[src/rtl/alu_share_arbiter_if.sv]
// alu_share_arbiter_if: bundle of every bus-level signal of alu_share_arbiter.
//   slave  : arbiter view (inputs: requests, response ready, ALU results;
//            outputs: request ready, responses, ALU drive, busy, op_count)
//   master : environment view (requesters, response consumers, ALU instance)
interface alu_share_arbiter_if #(
  parameter int unsigned WIDTH = 4,
  parameter int unsigned OP_W  = 3
);

  // requester 0 / 1 command channels
  logic             req0_valid;
  logic             req0_ready;
  logic [WIDTH-1:0] req0_a;
  logic [WIDTH-1:0] req0_b;
  logic [OP_W-1:0]  req0_op;

  logic             req1_valid;
  logic             req1_ready;
  logic [WIDTH-1:0] req1_a;
  logic [WIDTH-1:0] req1_b;
  logic [OP_W-1:0]  req1_op;

  // requester 0 / 1 response slots
  logic             rsp0_valid;
  logic             rsp0_ready;
  logic [WIDTH-1:0] rsp0_result;
  logic             rsp0_zero;
  logic             rsp0_ovf;

  logic             rsp1_valid;
  logic             rsp1_ready;
  logic [WIDTH-1:0] rsp1_result;
  logic             rsp1_zero;
  logic             rsp1_ovf;

  // shared combinational ALU
  logic [WIDTH-1:0] alu_a;
  logic [WIDTH-1:0] alu_b;
  logic [OP_W-1:0]  alu_ctrl;
  logic             alu_enable;
  logic [WIDTH-1:0] alu_result;
  logic             alu_zero;
  logic             alu_overflow;

  // status
  logic             busy;
  logic [7:0]       op_count;

  modport slave (
    input  req0_valid, req0_a, req0_b, req0_op,
    output req0_ready,
    input  req1_valid, req1_a, req1_b, req1_op,
    output req1_ready,
    output rsp0_valid, rsp0_result, rsp0_zero, rsp0_ovf,
    input  rsp0_ready,
    output rsp1_valid, rsp1_result, rsp1_zero, rsp1_ovf,
    input  rsp1_ready,
    output alu_a, alu_b, alu_ctrl, alu_enable,
    input  alu_result, alu_zero, alu_overflow,
    output busy, op_count
  );

  modport master (
    output req0_valid, req0_a, req0_b, req0_op,
    input  req0_ready,
    output req1_valid, req1_a, req1_b, req1_op,
    input  req1_ready,
    input  rsp0_valid, rsp0_result, rsp0_zero, rsp0_ovf,
    output rsp0_ready,
    input  rsp1_valid, rsp1_result, rsp1_zero, rsp1_ovf,
    output rsp1_ready,
    input  alu_a, alu_b, alu_ctrl, alu_enable,
    output alu_result, alu_zero, alu_overflow,
    input  busy, op_count
  );

endinterface

[src/rtl/alu_share_arbiter.sv]
// alu_share_arbiter: shares one combinational ALU between two requesters.
// Round-robin grant in IDLE, one ISSUE cycle driving the ALU, result captured
// into a per-requester response slot with its own valid/ready handshake.
// Ports:
//   clk  : clock, rising edge
//   rst  : synchronous active-high reset
//   bus  : alu_share_arbiter_if.slave (request/response channels, ALU drive
//          and results, busy, op_count)
module alu_share_arbiter #(
  parameter int unsigned WIDTH = 4,
  parameter int unsigned OP_W  = 3
) (
  input  logic                clk,
  input  logic                rst,
  alu_share_arbiter_if.slave  bus
);

  localparam int unsigned CNT_W = 8;

  typedef enum logic {
    ST_IDLE  = 1'b0,
    ST_ISSUE = 1'b1
  } state_t;

  state_t                     r_state;
  state_t                     w_state_nxt;

  logic                       r_prio;
  logic                       r_owner;
  logic [WIDTH-1:0]           r_a;
  logic [WIDTH-1:0]           r_b;
  logic [OP_W-1:0]            r_op;

  logic [1:0]                 r_rsp_valid;
  logic [1:0][WIDTH-1:0]      r_rsp_result;
  logic [1:0]                 r_rsp_zero;
  logic [1:0]                 r_rsp_ovf;
  logic [CNT_W-1:0]           r_op_count;

  logic [1:0]                 w_elig;
  logic [1:0]                 w_grant;
  logic [1:0]                 w_rsp_fire;
  logic                       w_ovf_kept;

  // Eligibility looks only at the registered slot: a slot draining this
  // cycle still blocks its requester until the next cycle.
  assign w_elig[0] = bus.req0_valid && !r_rsp_valid[0];
  assign w_elig[1] = bus.req1_valid && !r_rsp_valid[1];

  assign w_rsp_fire[0] = r_rsp_valid[0] && bus.rsp0_ready;
  assign w_rsp_fire[1] = r_rsp_valid[1] && bus.rsp1_ready;

  // Overflow is only meaningful for the two arithmetic opcodes.
  assign w_ovf_kept = (r_op == OP_W'(0)) || (r_op == OP_W'(1));

  // Next-state and grant decode.
  always_comb begin
    w_state_nxt = r_state;
    w_grant     = 2'b00;
    case (r_state)
      ST_IDLE: begin
        if (!rst) begin
          if (w_elig[0] && (!w_elig[1] || !r_prio)) begin
            w_grant = 2'b01;
          end else if (w_elig[1]) begin
            w_grant = 2'b10;
          end
          if (w_grant != 2'b00) begin
            w_state_nxt = ST_ISSUE;
          end
        end
      end
      ST_ISSUE: begin
        w_state_nxt = ST_IDLE;
      end
    endcase
  end

  // State, command latch, response slots and op counter.
  always_ff @(posedge clk) begin
    if (rst) begin
      r_state      <= ST_IDLE;
      r_prio       <= 1'b0;
      r_owner      <= 1'b0;
      r_a          <= '0;
      r_b          <= '0;
      r_op         <= '0;
      r_rsp_valid  <= '0;
      r_rsp_result <= '0;
      r_rsp_zero   <= '0;
      r_rsp_ovf    <= '0;
      r_op_count   <= '0;
    end else begin
      r_state <= w_state_nxt;

      if (w_grant != 2'b00) begin
        r_owner <= w_grant[1];
        r_prio  <= !w_grant[1];
        r_a     <= w_grant[1] ? bus.req1_a  : bus.req0_a;
        r_b     <= w_grant[1] ? bus.req1_b  : bus.req0_b;
        r_op    <= w_grant[1] ? bus.req1_op : bus.req0_op;
      end

      for (int i = 0; i < 2; i++) begin
        if (w_rsp_fire[i]) begin
          r_rsp_valid[i] <= 1'b0;
        end
      end

      // The owner's slot was empty at grant and cannot fill meanwhile,
      // so this never collides with a drain of the same slot.
      if (r_state == ST_ISSUE) begin
        r_rsp_valid[r_owner]  <= 1'b1;
        r_rsp_result[r_owner] <= bus.alu_result;
        r_rsp_zero[r_owner]   <= bus.alu_zero;
        r_rsp_ovf[r_owner]    <= bus.alu_overflow && w_ovf_kept;
        r_op_count            <= r_op_count + CNT_W'(1);
      end
    end
  end

  // Ready is combinational and limited to the single winner in IDLE.
  assign bus.req0_ready  = w_grant[0];
  assign bus.req1_ready  = w_grant[1];

  assign bus.rsp0_valid  = r_rsp_valid[0];
  assign bus.rsp0_result = r_rsp_result[0];
  assign bus.rsp0_zero   = r_rsp_zero[0];
  assign bus.rsp0_ovf    = r_rsp_ovf[0];

  assign bus.rsp1_valid  = r_rsp_valid[1];
  assign bus.rsp1_result = r_rsp_result[1];
  assign bus.rsp1_zero   = r_rsp_zero[1];
  assign bus.rsp1_ovf    = r_rsp_ovf[1];

  assign bus.alu_a       = r_a;
  assign bus.alu_b       = r_b;
  assign bus.alu_ctrl    = r_op;
  assign bus.alu_enable  = (r_state == ST_ISSUE);

  assign bus.busy        = (r_state != ST_IDLE);
  assign bus.op_count    = r_op_count;

endmodule

[src/flat_wrapper.sv]
// flat-port wrapper written by rule: the top's interface ports become plain ports
module alu_share_arbiter_flat 
#(
  parameter int unsigned WIDTH = 4,
  parameter int unsigned OP_W  = 3
)
  (clk, rst, bus_req0_valid, bus_req0_a, bus_req0_b, bus_req0_op, bus_req0_ready, bus_req1_valid, bus_req1_a, bus_req1_b, bus_req1_op, bus_req1_ready, bus_rsp0_valid, bus_rsp0_result, bus_rsp0_zero, bus_rsp0_ovf, bus_rsp0_ready, bus_rsp1_valid, bus_rsp1_result, bus_rsp1_zero, bus_rsp1_ovf, bus_rsp1_ready, bus_alu_a, bus_alu_b, bus_alu_ctrl, bus_alu_enable, bus_alu_result, bus_alu_zero, bus_alu_overflow, bus_busy, bus_op_count);
  alu_share_arbiter_if #(.WIDTH(WIDTH), .OP_W(OP_W)) bus_i ();
  input  logic clk;
  input  logic rst;
  input wire logic [$bits(bus_i.req0_valid)-1:0] bus_req0_valid;
  input wire logic [$bits(bus_i.req0_a)-1:0] bus_req0_a;
  input wire logic [$bits(bus_i.req0_b)-1:0] bus_req0_b;
  input wire logic [$bits(bus_i.req0_op)-1:0] bus_req0_op;
  output wire logic [$bits(bus_i.req0_ready)-1:0] bus_req0_ready;
  input wire logic [$bits(bus_i.req1_valid)-1:0] bus_req1_valid;
  input wire logic [$bits(bus_i.req1_a)-1:0] bus_req1_a;
  input wire logic [$bits(bus_i.req1_b)-1:0] bus_req1_b;
  input wire logic [$bits(bus_i.req1_op)-1:0] bus_req1_op;
  output wire logic [$bits(bus_i.req1_ready)-1:0] bus_req1_ready;
  output wire logic [$bits(bus_i.rsp0_valid)-1:0] bus_rsp0_valid;
  output wire logic [$bits(bus_i.rsp0_result)-1:0] bus_rsp0_result;
  output wire logic [$bits(bus_i.rsp0_zero)-1:0] bus_rsp0_zero;
  output wire logic [$bits(bus_i.rsp0_ovf)-1:0] bus_rsp0_ovf;
  input wire logic [$bits(bus_i.rsp0_ready)-1:0] bus_rsp0_ready;
  output wire logic [$bits(bus_i.rsp1_valid)-1:0] bus_rsp1_valid;
  output wire logic [$bits(bus_i.rsp1_result)-1:0] bus_rsp1_result;
  output wire logic [$bits(bus_i.rsp1_zero)-1:0] bus_rsp1_zero;
  output wire logic [$bits(bus_i.rsp1_ovf)-1:0] bus_rsp1_ovf;
  input wire logic [$bits(bus_i.rsp1_ready)-1:0] bus_rsp1_ready;
  output wire logic [$bits(bus_i.alu_a)-1:0] bus_alu_a;
  output wire logic [$bits(bus_i.alu_b)-1:0] bus_alu_b;
  output wire logic [$bits(bus_i.alu_ctrl)-1:0] bus_alu_ctrl;
  output wire logic [$bits(bus_i.alu_enable)-1:0] bus_alu_enable;
  input wire logic [$bits(bus_i.alu_result)-1:0] bus_alu_result;
  input wire logic [$bits(bus_i.alu_zero)-1:0] bus_alu_zero;
  input wire logic [$bits(bus_i.alu_overflow)-1:0] bus_alu_overflow;
  output wire logic [$bits(bus_i.busy)-1:0] bus_busy;
  output wire logic [$bits(bus_i.op_count)-1:0] bus_op_count;
  assign bus_i.req0_valid = bus_req0_valid;
  assign bus_i.req0_a = bus_req0_a;
  assign bus_i.req0_b = bus_req0_b;
  assign bus_i.req0_op = bus_req0_op;
  assign bus_req0_ready = bus_i.req0_ready;
  assign bus_i.req1_valid = bus_req1_valid;
  assign bus_i.req1_a = bus_req1_a;
  assign bus_i.req1_b = bus_req1_b;
  assign bus_i.req1_op = bus_req1_op;
  assign bus_req1_ready = bus_i.req1_ready;
  assign bus_rsp0_valid = bus_i.rsp0_valid;
  assign bus_rsp0_result = bus_i.rsp0_result;
  assign bus_rsp0_zero = bus_i.rsp0_zero;
  assign bus_rsp0_ovf = bus_i.rsp0_ovf;
  assign bus_i.rsp0_ready = bus_rsp0_ready;
  assign bus_rsp1_valid = bus_i.rsp1_valid;
  assign bus_rsp1_result = bus_i.rsp1_result;
  assign bus_rsp1_zero = bus_i.rsp1_zero;
  assign bus_rsp1_ovf = bus_i.rsp1_ovf;
  assign bus_i.rsp1_ready = bus_rsp1_ready;
  assign bus_alu_a = bus_i.alu_a;
  assign bus_alu_b = bus_i.alu_b;
  assign bus_alu_ctrl = bus_i.alu_ctrl;
  assign bus_alu_enable = bus_i.alu_enable;
  assign bus_i.alu_result = bus_alu_result;
  assign bus_i.alu_zero = bus_alu_zero;
  assign bus_i.alu_overflow = bus_alu_overflow;
  assign bus_busy = bus_i.busy;
  assign bus_op_count = bus_i.op_count;
  alu_share_arbiter #(.WIDTH(WIDTH), .OP_W(OP_W)) u_core (.clk(clk), .rst(rst), .bus(bus_i));
endmodule
[config.mk]
export PLATFORM = sky130hd
export DESIGN_NAME = alu_share_arbiter_flat
export DESIGN_NICKNAME = d
export VERILOG_FILES = /design/src/rtl/alu_share_arbiter_if.sv /design/src/rtl/alu_share_arbiter.sv /design/src/flat_wrapper.sv
export SDC_FILE = /design/constraint.sdc
export NUM_CORES = 1
export LEC_CHECK = 0
export BUFFER_PORTS_ARGS = -buffer_cell sky130_fd_sc_hd__buf_2
export CAP_MARGIN = 10
export CORE_MARGIN = 5
export CORE_UTILIZATION = 42
export CTS_BUF_LIST = sky130_fd_sc_hd__clkbuf_4
export DETAILED_ROUTE_END_ITERATION = 10
export HOLD_SLACK_MARGIN = 0.1
export PLACE_DENSITY = 0.77
export SLEW_MARGIN = 0
export SYNTH_ARGS = -nofsm -noshare
export SYNTH_HDL_FRONTEND = slang
export SYNTH_SLANG_ARGS = --single-unit
[constraint.sdc]
create_clock -name clk -period 1.3 [get_ports clk]
set_input_delay 0.195 -clock clk [delete_from_list [all_inputs] [get_ports clk]]
set_output_delay 0.195 -clock clk [all_outputs]
set_load 0.02 [all_outputs]
==> flow_summary.toml, run 1 <==
[sta]
finalHoldViolations = 0
whs_ns = 0.115
rsz0062_at_grt = "true"
fmax_ghz = 0.669
maxSlewHeadroom_pct = 64.2
slew_viol_final = 0
skew_ns = 0.00779
finalCriticalPeriod_ns = 1.50
period_share_pct = 115
setup_ws_ns = -0.195
setup_viol = 14
setup-tns-final_ns = -1.43
tightest_slew_ns = 0.535

[power]
powerDensity_nw_per_um2 = 1080
power.total_mw = 2.33
peakVddDrop_mv = 0.776
p_leak_nw = 1.06

[cts]
clock_path_buffers = 2
clkSinkCount = 36
cts_buffers = 5
cts-htree-levels = 2
path_clk_slew_ns = 0.10
clk_latency_ns = 0.33
cts_root_buf = "clkbuf_4"
cts_tree = "yes"

[outcome]
violations = "negative setup slack"
status = "complete, but fails checks"

[global_routing]
grt_usage_pct = 17.0
grt_max_degree = 18
grt_first_pass_wirelength_microns = 5880
antenna_found_initial = 0
grt_pass1_vias = 1366
overflow = 0

[finish]
fin_util_pct = 64.1
fill_cells = 313
syn_to_final_growth_pct = 47.5
antennaDiodeCount = 0
final_cells = 292
nNetsFinal = 280
drive_above_1_share_pct = 46.3
final_common_cell = "buf_2"
register_area_sq_um = 732
mostFrequentLayoutCells = "67 x buf_2, 31 x dfxtp_1, 19 x nand2_1"
multi_input_area_sq_um = 714
final_design_area_no_fill_sq_um = 2160

[yosys]
synth_nets = 187
ys_types = 30
synth_cells = 152
ys_seq_area_share_pct = 49.3
synth_area_per_cell_sq_um = 9.61
synth_warnings = 0
synth-seq-cells = 36
synth_area_sq_um = 1460

[flow_run]
cap_violations = 0

[floorplan]
num_rows = 21
core_sq_um = 3360
initial_core_util_pct = 43.5
die_area_sq_um = 4760
die_width_microns = 69.0
die_y_microns = 69.0
io_pins = 71

[place]
placed_cells = 274
io_buffers = 70
place_ws_ns = -0.0358
place_hpwl_microns = 2720
place_area_sq_um = 1940
place.gp.congestion = 0.784

[setup_path]
crit_arrival_ns = 1.30
cp_max_fo = 3
cp-end-kind = "primary output"
critPathRequiredTime_ns = 1.11
setup.worst_path.class = "register to primary output"
startpoint_type = "register"

[detailed_routing]
first_iter_violations = 52
wl_per_cell_microns = 12.8
via_count = 1420
drcViolationCount = 0
wl_microns = 3720
drtPass1Iterations = 4
ant_nets = 0
via_per_inst = 4.86

[hold_path]
hold_class = "input pin to register"
## routing by layer
layer  global-route usage (%)  wire (microns)  up-vias
met5                        0               0        -
met4                     10.2              80        0
met3                     3.57             158        7
met2                     28.1            1890       35
met1                     20.0            1600      655
li1                         -               -      723
## power breakdown
part           total (mW)  switching, mW  internal, mW
sequential           1.23         0.0520          1.17
combinational       0.524          0.270         0.254
clock               0.586          0.336         0.250
total                2.33          0.658          1.68
## sequential cells by signal, summed over array words and instances (netlist names)
| name | flops |
|---|---|
| u_core.bus.alu_ctrl | 3 |
| u_core.bus.alu_enable | 1 |
| u_core.bus.op_count | 8 |
| u_core.bus.alu_a | 4 |
| u_core.r_rsp_zero | 2 |
| u_core.r_prio | 1 |
| u_core.r_rsp_valid | 2 |
| u_core.r_rsp_ovf | 2 |
| u_core.bus.alu_b | 4 |
| u_core.r_owner | 1 |
| u_core.bus.rsp1_result | 4 |
| u_core.bus.rsp0_result | 4 |
## area by class of cell
class / count / share of cell area, %
Sequential cell: 36 / 34.0
Multi-Input combinational cell: 107 / 33.1
Timing Repair Buffer: 94 / 27.5
Tap cell: 46 / 2.67
Clock buffer: 7 / 2.44
Clock inverter: 1 / 0.174
Inverter: 1 / 0.174
## cells by family (layout without fill, tap and decap cells)
group	Yosys count	after routing	synth area share [%]
flops	36	36	49.3
simple gates	56	56	22.0
mux	3	3	2.05
fa+ha+maj	1	1	0.856
xor+xnor	5	5	3.00
compound gates	42	42	19.1
buf+inv	9	103	3.68
## worst max-delay path: stages (launching register included)
cell	delay (ns)
dfxtp_4	0.38
nor3b_4	0.05
nor4_4	0.26
buf_12	0.14
buf_4	0.13
## what timing repair did
item                                    CTS  global route
pin swaps                                 2            13
cloned                                    0             1
hold buffers                              2             1
hold endpoints to repair                  2             1
endpoints found under the setup margin   17            23
buffers inserted                          4             3
gates resized for setup                   7            18
## worst paths after layout
| path | cells after the start | startpoint | slack [ns] | to |
|---|---|---|---|---|
| hold reg to reg | 1 | u_core.bus.alu_b[2]$_SDFFE_PP0P_ | 0.46 | u_core.bus.alu_b[2]$_SDFFE_PP0P_ |
| setup reg to reg | 6 | u_core.r_rsp_valid[0]$_SDFF_PP0_ | -0.12 | u_core.bus.alu_a[0]$_SDFFE_PP0P_ |
| hold / removal | 3 | bus_rsp0_ready | 0.11 | u_core.r_rsp_valid[0]$_SDFF_PP0_ |
| setup / recovery | 4 | u_core.r_rsp_valid[0]$_SDFF_PP0_ | -0.20 | bus_req1_ready |
## synth_stat cells
library cell  instances  area, sq um
a211oi_1              2         15.0
nor2b_1               1         6.26
or3_1                 2         12.5
nor4b_1               1         8.76
nand3_1               6         30.0
o21ai_0               3         15.0
nor2_1               11         41.3
buf_6                 2         22.5
nand2_1              20         75.1
a22o_1                9         78.8
nor4_4                2         42.5
buf_1                 2         7.51
buf_4                 1         7.51
buf_2                 1         5.00
xnor2_1               1         8.76
nor3b_2               1         12.5
clkbuf_1              2         7.51
a211oi_2              1         12.5
nand2b_1              5         31.3
and3_1                1         6.26
nand2b_4              2         27.5
nand4_1               3         18.8
inv_1                 1         3.75
dfxtp_1              36          721
mux2i_1               3         30.0
and3b_1               1         8.76
xor2_1                4         35.0
a21oi_1              18         90.1
ha_1                  1         12.5
a21o_1                9         67.6
No activity file was read; power rests on OpenSTA's default activity.
==> run 2: changes to the inputs <==
--- a/config.mk
+++ b/config.mk
@@ -8,11 +8,11 @@
 export BUFFER_PORTS_ARGS = -buffer_cell sky130_fd_sc_hd__buf_2
 export CAP_MARGIN = 10
 export CORE_MARGIN = 5
-export CORE_UTILIZATION = 42
+export CORE_UTILIZATION = 51
 export CTS_BUF_LIST = sky130_fd_sc_hd__clkbuf_4
 export DETAILED_ROUTE_END_ITERATION = 10
 export HOLD_SLACK_MARGIN = 0.1
-export PLACE_DENSITY = 0.77
+export PLACE_DENSITY = 0.87
 export SLEW_MARGIN = 0
 export SYNTH_ARGS = -nofsm -noshare
 export SYNTH_HDL_FRONTEND = slang
==> constraint.sdc (replaced) <==
create_clock -name clk -period 1.77 [get_ports clk]
set_input_delay 0.2655 -clock clk [delete_from_list [all_inputs] [get_ports clk]]
set_output_delay 0.2655 -clock clk [all_outputs]
set_load 0.02 [all_outputs]
==> run 2 against run 1 <==
  * The run now ends clean
  * Final cell count is 9.9% lower
  * Largest cell class unchanged
  * Power down 23%
  * Die area is 15% lower
  * Critical path depth stayed put
  * Cell area shrank 9.1%
  * Setup slack better by 0.30 ns
  * Clock power shrank 3%
==> flow_summary.toml, run 2 (same netlist as run 1, synthesis figures left out) <==
[global_routing]
antenna_found_initial = 0
grt_usage_pct = 17.7
grt_first_pass_wirelength_microns = 5780
grt_max_degree = 21
overflow = 0
grt_pass1_vias = 1328

[power]
power_switching_mw = 0.497
powerDensity_nw_per_um2 = 916
p_int_mw = 1.30
p_leak_nw = 0.979
sequentialPowerShare_pct = 50.1
sw_frac_of_total_pct = 27.7
peakVddDrop_mv = 1.35
power_frac_comb_pct = 18.1
clkPwrFrac_pct = 31.7

[outcome]
status = "finished clean"

[setup_path]
critPathRequiredTime_ns = 1.50
startpoint_type = "register"
crit_arrival_ns = 1.40
setup.worst_path.class = "register to primary output"
cp_max_fo = 6
cp-end-kind = "primary output"

[place]
place.gp.congestion = 0.795
place_area_sq_um = 1850
io_buffers = 70
place_hpwl_microns = 2680
place_ws_ns = 0.223

[cts]
cts_root_buf = "clkbuf_4"
cts-htree-levels = 2
hold_buffers = 0
cts_tree = "yes"
path_clk_slew_ns = 0.10
cts_buffers = 5
clkSinkCount = 36
clk_latency_ns = 0.34
clock_path_buffers = 2

[floorplan]
die_y_microns = 63.5
core_sq_um = 2760
io_pins = 71
die_width_microns = 63.5
num_rows = 19
die_area_sq_um = 4040
initial_core_util_pct = 53.0

[sta]
maxSlewHeadroom_pct = 58.7
tightest_slew_ns = 0.618
setup_ws_ns = 0.105
finalCriticalPeriod_ns = 1.67
setup-tns-final_ns = 0
slew_viol_final = 0
period_share_pct = 94.1
finalHoldViolations = 0
fmax_ghz = 0.601
rsz0062_at_grt = "false"
setup_viol = 0
skew_ns = 0.0131

[finish]
mostFrequentLayoutCells = "70 x buf_2, 35 x dfxtp_1, 20 x nand2_1"
fill_cells = 227
antennaDiodeCount = 0
nNetsFinal = 266
syn_to_final_growth_pct = 34.2
drive_above_1_share_pct = 40.9
largest_reg_flops = 8
final_common_cell = "buf_2"
final_design_area_no_fill_sq_um = 1960

[detailed_routing]
wl_per_cell_microns = 13.3
ant_nets = 0
drcViolationCount = 0
via_count = 1363
first_iter_violations = 44
via_per_inst = 5.18
wl_microns = 3510
drtPass1Iterations = 4

[hold_path]
hold_class = "input pin to register"

[flow_run]
cap_violations = 0
## run 2: repair_timing
| action | 4_1_cts | 5_1_grt |
|---|---|---|
| buffers inserted | 0 | 4 |
| gates resized for setup | 1 | 1 |
| endpoints found under the setup margin | 1 | 1 |
## run 2: final timing paths
kind | cells past startpoint | end | slack (ns) | from
setup / recovery | 4 | bus_req1_ready | 0.10 | u_core.r_rsp_valid[1]$_SDFF_PP0_
setup reg to reg | 6 | u_core.bus.alu_b[0]$_SDFFE_PP0P_ | 0.31 | u_core.r_prio$_SDFFE_PP0P_
hold reg to reg | 1 | u_core.bus.alu_a[3]$_SDFFE_PP0P_ | 0.46 | u_core.bus.alu_a[3]$_SDFFE_PP0P_
hold / removal | 3 | u_core.r_rsp_zero[0]$_SDFFE_PP0P_ | 0.17 | bus_alu_zero
## run 2: through the flow
stage / cells / util, % / hold WS (ns) / power (mW)
6_report: 263 / 71.1 / 0.172 / 1.80
5_1_grt: 263 / 71.1 / 0.156 / 1.88
4_1_cts: 259 / 69.9 / 0.161 / 1.80
3_5_place_dp: 251 / 66.9 / 0.436 / 1.24
3_3_place_gp: 251 / 66.9 / 0.428 / 1.23
2_1_floorplan: 152 / - / 0.402 / 1.11
## run 2: layout make-up
| class | instances | area (sq um) | share of cell area (%) |
|---|---|---|---|
| timing repair buffer | 80 | 429 | 21.9 |
| multi-input combinational | 107 | 687 | 35.0 |
| clock inverter | 3 | 42.5 | 2.17 |
| sequential | 36 | 722 | 36.8 |
| tap | 31 | 38.8 | 1.98 |
| inverter | 1 | 3.75 | 0.191 |
| clock buffer | 5 | 37.5 | 1.91 |
## run 2: per-layer routing
| layer | GRT usage [%] | share of wire (%) | up-vias |
|---|---|---|---|
| met5 | 0 | 0 | - |
| met4 | 7.01 | 1.9 | 0 |
| met3 | 6.04 | 5.8 | 7 |
| met2 | 31.6 | 51 | 31 |
| met1 | 18.6 | 42 | 629 |
| li1 | - | - | 696 |
## run 2: power by group through the flow
| stage | combinational, mW | clock (mW) | sequential, mW |
|---|---|---|---|
| after floorplan | 0.146 | 0 | 0.968 |
| after global placement | 0.314 | 0 | 0.916 |
| after detailed placement | 0.317 | 0 | 0.918 |
| after CTS | 0.320 | 0.579 | 0.901 |
| after global routing | 0.352 | 0.621 | 0.909 |
| final | 0.326 | 0.570 | 0.900 |
## run 2: critical path, stage by stage, from the launching register on
cell and delay (ns):
dfxtp_1 0.35, nand2b_4 0.17, nor4_4 0.23, buf_6 0.16, buf_2 0.16
